$ cat config.mk
export PLATFORM = sky130hd
export DESIGN_NAME = vga_window_capture
export DESIGN_NICKNAME = d
export VERILOG_FILES = /design/src/rtl/vga_cap_pkg.sv /design/src/rtl/vga_pix_select.sv /design/src/rtl/vga_window_capture.sv
export SDC_FILE = /design/constraint.sdc
export NUM_CORES = 1
export LEC_CHECK = 0
export CORE_MARGIN = 5
export CORE_UTILIZATION = 55
export DETAILED_ROUTE_END_ITERATION = 10
export GPL_TIMING_DRIVEN = 0
export PLACE_DENSITY_LB_ADDON = 0.25
export RECOVER_POWER = 100
export SYNTH_ARGS = -nofsm -noshare
export SYNTH_HDL_FRONTEND = slang
export SYNTH_HIERARCHICAL = 1
export SYNTH_SLANG_ARGS = --single-unit
$ cat constraint.sdc
create_clock -name clk -period 3.4 [get_ports clk]
set_input_delay 1.02 -clock clk [delete_from_list [all_inputs] [get_ports clk]]
set_output_delay 1.02 -clock clk [all_outputs]
set_load 0.01 [all_outputs]
$ cat src/rtl/vga_cap_pkg.sv
// Shared constants and the luma helper for the VGA window capture stage.
// Timing defaults describe a 512x512 window inside a standard 800-clock line.
package vga_cap_pkg;

    localparam logic [1:0] MODE_R    = 2'd0;
    localparam logic [1:0] MODE_G    = 2'd1;
    localparam logic [1:0] MODE_B    = 2'd2;
    localparam logic [1:0] MODE_LUMA = 2'd3;

    localparam int DEF_H_BACK   = 88;
    localparam int DEF_H_ACTIVE = 512;
    localparam int DEF_V_BACK   = 0;
    localparam int DEF_V_ACTIVE = 512;

    // Widest channel the luma helper accepts; callers zero-extend into it.
    localparam int LUMA_W = 16;

    function automatic logic [LUMA_W-1:0] luma(
        input logic [LUMA_W-1:0] r,
        input logic [LUMA_W-1:0] g,
        input logic [LUMA_W-1:0] b
    );
        logic [LUMA_W+1:0] sum;
        sum = {2'b00, r} + {1'b0, g, 1'b0} + {2'b00, b};
        return LUMA_W'(sum >> 2);
    endfunction

endpackage

$ cat src/rtl/vga_pix_select.sv
// Channel selector: picks R, G, B or (R+2G+B)>>2 for the current pixel.
// Purely combinational; the caller registers the result.
module vga_pix_select
    import vga_cap_pkg::*;
#(
    parameter int PIX_W = 8
) (
    input  logic [1:0]       mode,
    input  logic [PIX_W-1:0] r,
    input  logic [PIX_W-1:0] g,
    input  logic [PIX_W-1:0] b,
    output logic [PIX_W-1:0] sel
);

    always_comb begin
        sel = r;
        unique case (mode)
            MODE_R:  sel = r;
            MODE_G:  sel = g;
            MODE_B:  sel = b;
            default: sel = PIX_W'(luma(LUMA_W'(r), LUMA_W'(g), LUMA_W'(b)));
        endcase
    end

endmodule

$ cat src/rtl/vga_window_capture.sv
// VGA capture stage: sync edge detect, saturating h/v position, window
// extraction and registered pixel/marker outputs two clocks after input.
module vga_window_capture
    import vga_cap_pkg::*;
#(
    parameter int PIX_W     = 8,
    parameter int CNT_W     = 12,
    parameter int H_BACK    = DEF_H_BACK,
    parameter int H_ACTIVE  = DEF_H_ACTIVE,
    parameter int V_BACK    = DEF_V_BACK,
    parameter int V_ACTIVE  = DEF_V_ACTIVE,
    parameter int SKIP_ZERO = 1
) (
    input  logic             clk,
    input  logic             rst,
    input  logic [PIX_W-1:0] R,
    input  logic [PIX_W-1:0] G,
    input  logic [PIX_W-1:0] B,
    input  logic             HS,
    input  logic             VS,
    input  logic [1:0]       mode,
    output logic [PIX_W-1:0] out_pixel,
    output logic             out_pixel_valid,
    output logic             out_sof,
    output logic             out_eol,
    output logic             out_err
);

    localparam logic [CNT_W-1:0] CNT_MAX = '1;

    logic [PIX_W-1:0] r_a, g_a, b_a;
    logic [1:0]       mode_a;
    logic             hs_a, vs_a, hs_p, vs_p;

    logic [CNT_W-1:0] h_q, v_q;
    logic [1:0]       mode_q;
    logic             frame_armed;

    logic             hs_rise, vs_rise;
    logic [CNT_W-1:0] h_cur, v_cur;
    logic [1:0]       mode_cur;
    logic             in_win, h_sat_now;
    logic [PIX_W-1:0] sel;

    // Signed int arithmetic keeps saturated counters from wrapping into range.
    function automatic logic in_range(
        input logic [CNT_W-1:0] x,
        input int               lo,
        input int               n
    );
        int d;
        d = int'(x) - lo;
        return (d >= 0) && (d < n);
    endfunction

    always_comb begin
        hs_rise = hs_a & ~hs_p;
        vs_rise = vs_a & ~vs_p;

        h_cur = h_q;
        if (hs_rise)
            h_cur = '0;
        else if (h_q != CNT_MAX)
            h_cur = h_q + 1'b1;

        // VS parks v at saturation until the next HS starts line 0.
        v_cur = v_q;
        if (hs_rise) begin
            if (vs_rise || frame_armed)
                v_cur = '0;
            else if (v_q != CNT_MAX)
                v_cur = v_q + 1'b1;
        end else if (vs_rise) begin
            v_cur = CNT_MAX;
        end

        mode_cur  = vs_rise ? mode_a : mode_q;
        in_win    = in_range(h_cur, H_BACK, H_ACTIVE)
                 && in_range(v_cur, V_BACK, V_ACTIVE);
        h_sat_now = (h_q != CNT_MAX) && (h_cur == CNT_MAX);
    end

    vga_pix_select #(
        .PIX_W(PIX_W)
    ) u_sel (
        .mode(mode_cur),
        .r   (r_a),
        .g   (g_a),
        .b   (b_a),
        .sel (sel)
    );

    always_ff @(posedge clk) begin
        if (rst) begin
            r_a             <= '0;
            g_a             <= '0;
            b_a             <= '0;
            mode_a          <= '0;
            hs_a            <= 1'b0;
            vs_a            <= 1'b0;
            hs_p            <= 1'b0;
            vs_p            <= 1'b0;
            h_q             <= CNT_MAX;
            v_q             <= CNT_MAX;
            mode_q          <= MODE_R;
            frame_armed     <= 1'b0;
            out_pixel       <= '0;
            out_pixel_valid <= 1'b0;
            out_sof         <= 1'b0;
            out_eol         <= 1'b0;
            out_err         <= 1'b0;
        end else begin
            r_a    <= R;
            g_a    <= G;
            b_a    <= B;
            mode_a <= mode;
            hs_a   <= HS;
            vs_a   <= VS;
            hs_p   <= hs_a;
            vs_p   <= vs_a;

            h_q    <= h_cur;
            v_q    <= v_cur;
            mode_q <= mode_cur;

            if (hs_rise)
                frame_armed <= 1'b0;
            else if (vs_rise)
                frame_armed <= 1'b1;

            out_pixel       <= in_win ? sel : '0;
            out_pixel_valid <= in_win && (SKIP_ZERO == 0 || sel != '0);
            out_sof         <= in_win && int'(h_cur) == H_BACK
                                      && int'(v_cur) == V_BACK;
            out_eol         <= in_win && int'(h_cur) == H_BACK + H_ACTIVE - 1;

            if (h_sat_now)
                out_err <= 1'b1;
        end
    end

endmodule

# Yosys cells after proc, flatten, opt, wreduce, memory -nomap -nowiden
# Cells that the tools add are included.
totals:
  regBits: 69
  input_bits: 30
  elab_cells: 60
op_classes:
  n_addsub: 5
  order_cmp: 4
  eq_ne: 7
  muxes: 8
  bitwise_logic: 5
  n_reduce_logical: 14
ops:
  columns: ["op", "n"]
  rows:
  - ["$mux W12", 6]
  - ["$add A12 B1 Y12 const B", 2]
  - ["$ne A12 B12 Y1 const B", 2]
  - ["$pmux W8 S3", 1]
  - ["$ge A13 B1 Y1 const B", 1]
  - ["$lt A13 B11 Y1 const B", 1]
  - ["$sub A12 B7 Y13 const B", 1]
  - ["$eq A12 B11 Y1 const B", 1]
  - ["$eq A12 B12 Y1 const B", 1]
  - ["$eq A12 B8 Y1 const B", 1]
  - ["$ge A12 B1 Y1 const B", 1]
  - ["$logic_not A12 Y1", 1]
  - ["$lt A12 B10 Y1 const B", 1]
  - ["$add A10 B8 Y10", 1]
  - ["$add A8 B9 Y10", 1]
  - ["$logic_and A1 B1 Y1", 8]
  - ["$reduce_bool A8 Y1", 1]
  - ["$reduce_or A2 Y1", 2]
  - ["$not A1 Y1", 3]
  - ["$and A1 B1 Y1", 2]
  - ["$eq A2 B1 Y1 const B", 1]
  - ["$eq A2 B2 Y1 const B", 1]
  - ["$logic_not A2 Y1", 1]
  - ["$mux W2", 1]
  - ["$logic_or A1 B1 Y1", 1]

# Depth between registers and ports, before layout
# Gate-level depths: netlist (run 1).
depth:
  depth_word: 10
  mapped_depth: 12

# Cells and area by module
# Netlist (run 1), hierarchy kept.
modules_own_cells:
  columns: ["mod", "instances", "cells_each", "area_each_um2", "seq_area_each_um2"]
  rows:
  - ["vga_window_capture", 1, 348, 3118.0, 1381.3]
  - ["vga_pix_select", 1, 74, 710.7, 0.0]

# Least setup slack after synthesis (run 1)
# Ideal clock, no wire load.
synth_path:
  kind: "register to register"
  startpoint: "reg b_a[1]"
  endpoint: "reg out_pixel_valid"
  arrival_time_ns: 2.708
  required_time_ns: 3.284
  slack_ns: 0.577
  stages_incl_launch_ff: 13
  path_buffers: 0
  period_less_slack_ns: 2.823
  path_cell_list: "dfxtp_1 -> inv_1 -> fa_1 -> nand3b_1 -> fa_1 -> nor2b_1 -> o21a_1 -> nor2_1 -> xnor2_1 -> mux4_2 -> nor4_1 -> nand2_1 -> and3_1"
synth_via:
  elab_chain_cells: 4
synth_rtl:
  columns: ["item", "line_no", "text"]
  rows:
  - ["start, declared", "vga_window_capture.sv:31", "logic [PIX_W-1:0] r_a, g_a, b_a;"]
  - ["start signal, assigned", "vga_window_capture.sv:97", "b_a <= '0;"]
  - ["start signal, assigned", "vga_window_capture.sv:115", "b_a <= B;"]
  - ["$add A10 B8 Y10", "vga_cap_pkg.sv:24", "sum = {2'b00, r} + {1'b0, g, 1'b0} + {2'b00, b};"]
  - ["$pmux W8 S3", "vga_pix_select.sv:17", "unique case (mode)"]
  - ["named net sel[3]", "vga_window_capture.sv:43", "logic [PIX_W-1:0] sel;"]
  - ["$reduce_bool A8 Y1", "vga_window_capture.sv:132", "out_pixel_valid <= in_win && (SKIP_ZERO == 0 || sel != '0);"]
  - ["$logic_and A1 B1 Y1", "vga_window_capture.sv:132", null]
  - ["end signal, assigned", "vga_window_capture.sv:132", null]
  - ["end, declared", "vga_window_capture.sv:23", "output logic out_pixel_valid,"]
# The timed path passes the listed nets, and every way through them passes these cells.
# A chain may end at the register's enable or synchronous reset.

# Final worst setup path (run 1)
layout_path:
  startpoint: "reg h_q[1]"
  endpoint: "reg out_eol"
layout_via:
  elab_chain_cells: 8
layout_rtl:
  columns: ["item", "line_no", "text"]
  rows:
  - ["start, declared", "vga_window_capture.sv:35", "logic [CNT_W-1:0] h_q, v_q;"]
  - ["start signal, assigned", "vga_window_capture.sv:122", "h_q <= h_cur;"]
  - ["$add A12 B1 Y12 or $ne A12 B12 Y1 (tied branches)", "vga_window_capture.sv:64, vga_window_capture.sv:63", null]
  - ["$mux W12 *", "vga_window_capture.sv:63", "else if (h_q != CNT_MAX)"]
  - ["$mux W12 *", "vga_window_capture.sv:61", "if (hs_rise)"]
  - ["named net h_cur[3]", "vga_window_capture.sv:40", "logic [CNT_W-1:0] h_cur, v_cur;"]
  - ["$sub A12 B7 Y13", "vga_window_capture.sv:52", "d = int'(x) - lo;"]
  - ["$ge A13 B1 Y1 or $lt A13 B11 Y1 (tied branches)", "vga_window_capture.sv:53", "return (d >= 0) && (d < n);"]
  - ["$logic_and A1 B1 Y1", "vga_window_capture.sv:53", null]
  - ["$logic_and A1 B1 Y1", "vga_window_capture.sv:79", "&& in_range(v_cur, V_BACK, V_ACTIVE);"]
  - ["$logic_and A1 B1 Y1 *", "vga_window_capture.sv:135", "out_eol <= in_win && int'(h_cur) == H_BACK + H_ACTIVE - 1;"]
  - ["end signal, assigned", "vga_window_capture.sv:135", null]
  - ["end, declared", "vga_window_capture.sv:25", "output logic out_eol,"]
# The timed path passes the listed nets; every way through them passes the cells marked *.

==> results_dict.tcl, run 1 <==
set metrics [dict create \
    status "complete, no violations" \
    pin_count 42 \
    design.core.area_um2 6790 \
    hold_viol 0 \
    num_rows 30 \
    synthDistinctLibCells 69 \
    insertedDiodeCount 0 \
    synth_top_family_by_area "simple AND/OR/NAND/NOR gates" \
    seq_area_um2 1380 \
    slew_headroom_pct 33.5 \
    power_density_nw_per_um2 525 \
    synth.most_common_cell "dfxtp_1" \
    grt_max_degree 13 \
    numCtsBuffers 9 \
    cp.arrival_ns 3.46 \
    sw_frac_of_total_pct 33.3 \
    cp.depth 12 \
    drtIter0Drc 339 \
    cts_tree "yes" \
    num_vias 3452 \
    nFillCells 561 \
    clock.fmax_ghz 0.311 \
    drive_gt1_share_pct 10.6 \
    path_clk_slew_ns 0.08 \
    drc_errors 0 \
    cp_max_fo 7 \
    yosysWarnings 6 \
    grt_pass1_wl_um 15200 \
    port_buffers 41 \
    p_leak_nw 1.87 \
    worst_pin_slew_ns 0.990 \
    crit_family "simple AND/OR/NAND/NOR gates" \
    finalPower_mw 2.42 \
    synth.top_cell.area_share_pct 36.1 \
    routed_wl_um 9280 \
    crit_chain "ha_1 -> nand3_1 -> o311a_1 -> xnor2_1 -> or2_2 -> inv_1 -> ha_1 -> inv_1 -> a2111o_1 -> or4b_4 -> a21o_1 -> nor4_2" \
    fin_crit_sh_pct 94.6 \
    gp_congestion 0.952 \
    synth-xor-area-share_pct 2.06 \
    finalClockSkew_ns 0.00850 \
    area_growth_pct 20.1 \
    hold_path_class "flop to flop" \
    ant_nets 0 \
    maxCapViolCount 0 \
    peakVddDrop_mv 0.376 \
    grt_pass1_vias 3192 \
    synth_area_leaders "dfxtp_1 36%, nor2b_1 5.2%, fa_1 4.2%, mux4_2 4.1%, o21ai_0 3.5%" \
    via_per_inst 6.00 \
    ys_async_sr_fraction_pct 0 \
    timing.rr.end "out_eol" \
    cp-start-kind "flop" \
    critPathBufInv 2 \
    cp-startpoint "h_q[1]" \
    end_kind "flop" \
    place_area_um2 4360 \
    overflow 0 \
    final_nets 522 \
    die-width_um 93.4 \
    power.internal_mw 1.61 \
    routedWlPerCell_um 16.1 \
    fin_ws_ns 0.182 \
    ctsHoldBuffers 0 \
    cp_slowest_stage_delay_ns 0.48 \
    cts_root_buf "clkbuf_8" \
    die_area_um2 8730 \
    synthAdderAreaFrac_pct 7.45 \
    syn-cell-area_um2 3830 \
    cts.path.max_buffers 2 \
    clkPwrFrac_pct 31.5 \
    power.switching_mw 0.805 \
    die_h_um 93.4 \
    synth_ff_type "dfxtp_1" \
    setup_viol 0 \
    ys_seq_elements 69 \
    synth_edf_count 0 \
    multi_input_area_um2 2300 \
    fin_util_pct 67.7 \
    place.detailed.hpwl_um 6750 \
    htreeDepth 3 \
    dr.pass1.iters 5 \
    cpMaxStageDelayCell "or4b_4" \
    initial_core_util_pct 56.4 \
    synth-compound-area-share_pct 16.9 \
    required_ns 3.64 \
    synth_nets 470 \
    synth_commonest_cells "69 x dfxtp_1, 32 x nor2b_1, 28 x nor2_1, 27 x o21ai_0, 23 x nand2_1" \
    criticalPathCategory "flop to flop" \
    syn_area_per_cell_um2 9.07 \
    endpoint "out_eol" \
    whs_ns 0.456 \
    drv_slew 0 \
    synth-simple-area-share_pct 26.9 \
    r2r.worst_path.cells 12 \
    timing.rr.start "h_q[1]" \
    yosys.area.top_type "dfxtp_1" \
    grt_antenna_before_repair 0 \
    clkLatencyLatePin_ns 0.35 \
    synth_mux_area_share_pct 6.57 \
    grtUsageTotal_pct 22.0 \
    combPwrFrac_pct 30.4 \
    design_area_um2 4600 \
    finalCriticalPeriod_ns 3.22 \
    synth-seq-area-share_pct 36.1 \
    clock-sinks 69 \
    synthCells 422 \
    dp_worst_setup_slack_ns 0.0852 \
    rrSetupSlack_ns 0.18 \
    seqPwrFrac_pct 38.1 \
]
metrics by stage:
step                      instances  setup TNS (ns)
after global placement          559               0
final                           575               0
after global routing            575        -0.00304
after CTS                       575               0
after detailed placement        559               0
after floorplan                 422               0
worst min-delay path by stage:
stage / startpoint / slack [ns] / depth (start not counted) / to
3_5_place_dp: vs_a / 0.45 / 1 / vs_p
2_1_floorplan: vs_a / 0.43 / 1 / vs_p
5_1_grt: vs_a / 0.49 / 1 / vs_p
3_3_place_gp: vs_a / 0.45 / 1 / vs_p
4_1_cts: vs_a / 0.47 / 1 / vs_p
6_report: vs_a / 0.46 / 1 / vs_p
cells in the final DEF (no fill, tap or decap), drive strengths merged, types with 5 or more instances in the layout:
| cell type | synthesis | final |
|---|---|---|
| nand3 | 19 | 19 |
| o21ai | 29 | 29 |
| nor4 | 8 | 8 |
| nand2 | 23 | 23 |
| nand4 | 13 | 13 |
| or2 | 6 | 6 |
| mux4 | 7 | 7 |
| nor2b | 32 | 32 |
| a21o | 5 | 5 |
| mux2i | 6 | 6 |
| nor2 | 28 | 28 |
| fa | 8 | 8 |
| xnor2 | 7 | 7 |
| clkdlybuf4s50 | 0 | 28 |
| ha | 10 | 10 |
| dlygate4sd3 | 0 | 13 |
| buf | 11 | 11 |
| a21oi | 16 | 16 |
| clkbuf | 13 | 24 |
| dfxtp | 69 | 69 |
| and3 | 16 | 16 |
| inv | 13 | 14 |
| nor3 | 7 | 7 |
kinds of logic (layout without fill, tap and decap cells):
| group | Yosys count | count (layout) |
|---|---|---|
| buffers and inverters | 37 | 94 |
| adders and majority gates | 18 | 18 |
| and+or+nand+nor | 179 | 179 |
| xor gates and xnor gates | 9 | 9 |
| AOI/OAI and AO/OA | 94 | 94 |
| DFF | 69 | 69 |
| muxes | 16 | 16 |
flip-flops by register name, indices dropped and copies added (netlist names):
signal and cells:
g_a 8, r_a 8, v_q 12, mode_q 2, frame_armed 1, out_eol 1
vs_p 1, out_pixel 8, h_q 12, hs_p 1, out_sof 1, out_err 1
hs_a 1, mode_a 2, b_a 8, out_pixel_valid 1, vs_a 1
what timing repair did:
item,CTS,global route
buffers inserted,0,1
endpoints found under the setup margin,0,11
resized for setup,0,3
final cells by class:
cell class	instances	area share, %
repair buffers	42	9.09
inverters	13	1.06
clock buffers	11	3.08
plain buffers	23	2.26
well taps	96	2.61
clock inverters	5	1.80
flip-flops and latches	69	30.0
multi-input cells	316	50.1
layer usage:
layer  vias up  part of all wire [%]  global-route usage (%)
met2       136                    47                    36.0
met3        17                   6.5                    4.10
met1      1636                    45                    28.7
met5         -                     0                       0
li1       1663                     -                       -
met4         0                   1.6                    8.42
power by group through the flow:
| stage | registers (mW) | clock network, mW | logic (mW) |
|---|---|---|---|
| 2_1_floorplan | 0.921 | 0 | 0.550 |
| 3_3_place_gp | 0.932 | 0 | 0.699 |
| 3_5_place_dp | 0.933 | 0 | 0.714 |
| 4_1_cts | 0.915 | 0.764 | 0.722 |
| 5_1_grt | 0.928 | 0.811 | 0.808 |
| 6_report | 0.920 | 0.761 | 0.735 |
No activity file was read; power rests on OpenSTA's default activity.
==> run 2: changes to the inputs <==
- CORE_UTILIZATION: 55 -> 35
- GPL_TIMING_DRIVEN: 0 -> unset
- SKIP_CTS_REPAIR_TIMING: unset -> 1
==> results_dict.tcl, run 2 (same netlist as run 1, synthesis figures left out) <==
set metrics [dict create \
    cts_root_buf "clkbuf_8" \
    initial_core_util_pct 35.5 \
    criticalPathCategory "flop to flop" \
    cp_slowest_stage_delay_ns 0.54 \
    p_leak_nw 1.83 \
    clock.fmax_ghz 0.321 \
    required_ns 3.64 \
    ant_nets 0 \
    path_clk_slew_ns 0.08 \
    cp_max_fo 9 \
    via_per_inst 5.48 \
    grt_pass1_vias 3204 \
    crit_chain "nand4_2 -> buf_4 -> nor4_1 -> mux2i_1 -> o21ai_0 -> or4b_4 -> a21o_1 -> nor4_1" \
    design_area_um2 4570 \
    critPathBufInv 1 \
    cts.path.max_buffers 2 \
    drc_errors 0 \
    cpMaxStageDelayCell "or4b_4" \
    power_density_nw_per_um2 516 \
    num_rows 38 \
    setup_viol 0 \
    pin_count 42 \
    final_nets 506 \
    grtUsageTotal_pct 14.7 \
    die_h_um 115 \
    insertedDiodeCount 0 \
    reg_top3 "h_q: 12 flops, v_q: 12 flops" \
    clock-sinks 69 \
    end_kind "flop" \
    fin_crit_sh_pct 91.5 \
    die_area_um2 13100 \
    dr.pass1.iters 5 \
    numCtsBuffers 9 \
    worst_path_most_repeated_cell "nor4_1" \
    final_common_cell "dfxtp_1" \
    num_vias 3296 \
    peakVddDrop_mv 0.203 \
    crit_family "simple AND/OR/NAND/NOR gates" \
    drtIter0Drc 197 \
    most-common-layout-cells "69 x dfxtp_1, 32 x nor2b_1, 28 x nor2_1, 28 x clkdlybuf4s50_1, 27 x o21ai_0" \
    routed_wl_um 9140 \
    worst_pin_slew_ns 1.42 \
    whs_ns 0.467 \
    cp-start-kind "flop" \
    slew_headroom_pct 5.27 \
    clkLatencyLatePin_ns 0.34 \
    place_area_um2 4370 \
    cts_tree "yes" \
    maxCapViolCount 0 \
    htreeDepth 3 \
    nFillCells 1043 \
    grt_max_degree 35 \
    seq_area_um2 1380 \
    status "complete, no violations" \
    rsz0062_at_grt "false" \
    grt_antenna_before_repair 0 \
    drv_slew 0 \
    overflow 0 \
    fin_setup_tns_ns 0 \
    drive_gt1_share_pct 9.96 \
    design.core.area_um2 10800 \
    port_buffers 41 \
    hold_path_class "flop to flop" \
    routedWlPerCell_um 15.2 \
    finalCriticalPeriod_ns 3.11 \
    place.detailed.hpwl_um 6690 \
    multi_input_area_um2 2290 \
    die-width_um 115 \
    hold_viol 0 \
    gp_congestion 0.922 \
    finalClockSkew_ns 0.00668 \
    area_growth_pct 19.4 \
    grt_pass1_wl_um 15700 \
    cp.arrival_ns 3.35 \
]
[run 2: per-layer routing]
layer	part of all wire [%]	track usage, %	wire length (um)	up-vias
met4	1.3	4.35	123	0
met5	0	0	0	-
met3	4.4	3.86	398	11
li1	-	-	-	1617
met1	47	19.9	4300	1579
met2	47	23.1	4320	89
[run 2: worst paths after layout]
path	start	end	slack (ns)	depth (start not counted)
worst min-delay path	vs_a	vs_p	0.47	1
worst max register to register	h_q[2]	out_eol	0.29	8
worst max-delay path	h_q[2]	out_eol	0.29	8
worst min register to register	vs_a	vs_p	0.47	1
[run 2: area by class of cell]
| class | count | share of cell area (%) |
|---|---|---|
| inverters | 13 | 1.07 |
| flip-flops and latches | 69 | 30.2 |
| well taps | 140 | 3.83 |
| clock buffers | 9 | 2.71 |
| multi-input cells | 316 | 50.1 |
| clock inverters | 6 | 1.94 |
| repair buffers | 49 | 10.1 |
[run 2: where the power goes]
group | leakage (nW) | switching, mW | internal [mW]
registers | 0.570 | 0.0719 | 0.865
logic | 1.16 | 0.399 | 0.301
clock network | 0.101 | 0.312 | 0.408
total | 1.83 | 0.784 | 1.57
[run 2: worst reg2reg max path, stage by stage, from the launching register on]
cell     delay [ns]
dfxtp_1        0.51
nand4_2        0.16
buf_4          0.19
nor4_1         0.52
mux2i_1        0.37
o21ai_0        0.20
or4b_4         0.54
a21o_1         0.20
nor4_1         0.32
[run 2: stage by stage]
stage               power (mW)  util (%)  cells  setup WS (ns)
finish                    2.36      42.4    602          0.289
global route              2.51      42.4    602         0.0242
CTS                       2.37      42.4    602          0.265
detailed placement        1.65      40.4    587          0.302
global placement          1.63      40.4    587          0.388
floorplan                 1.47         -    422          0.577
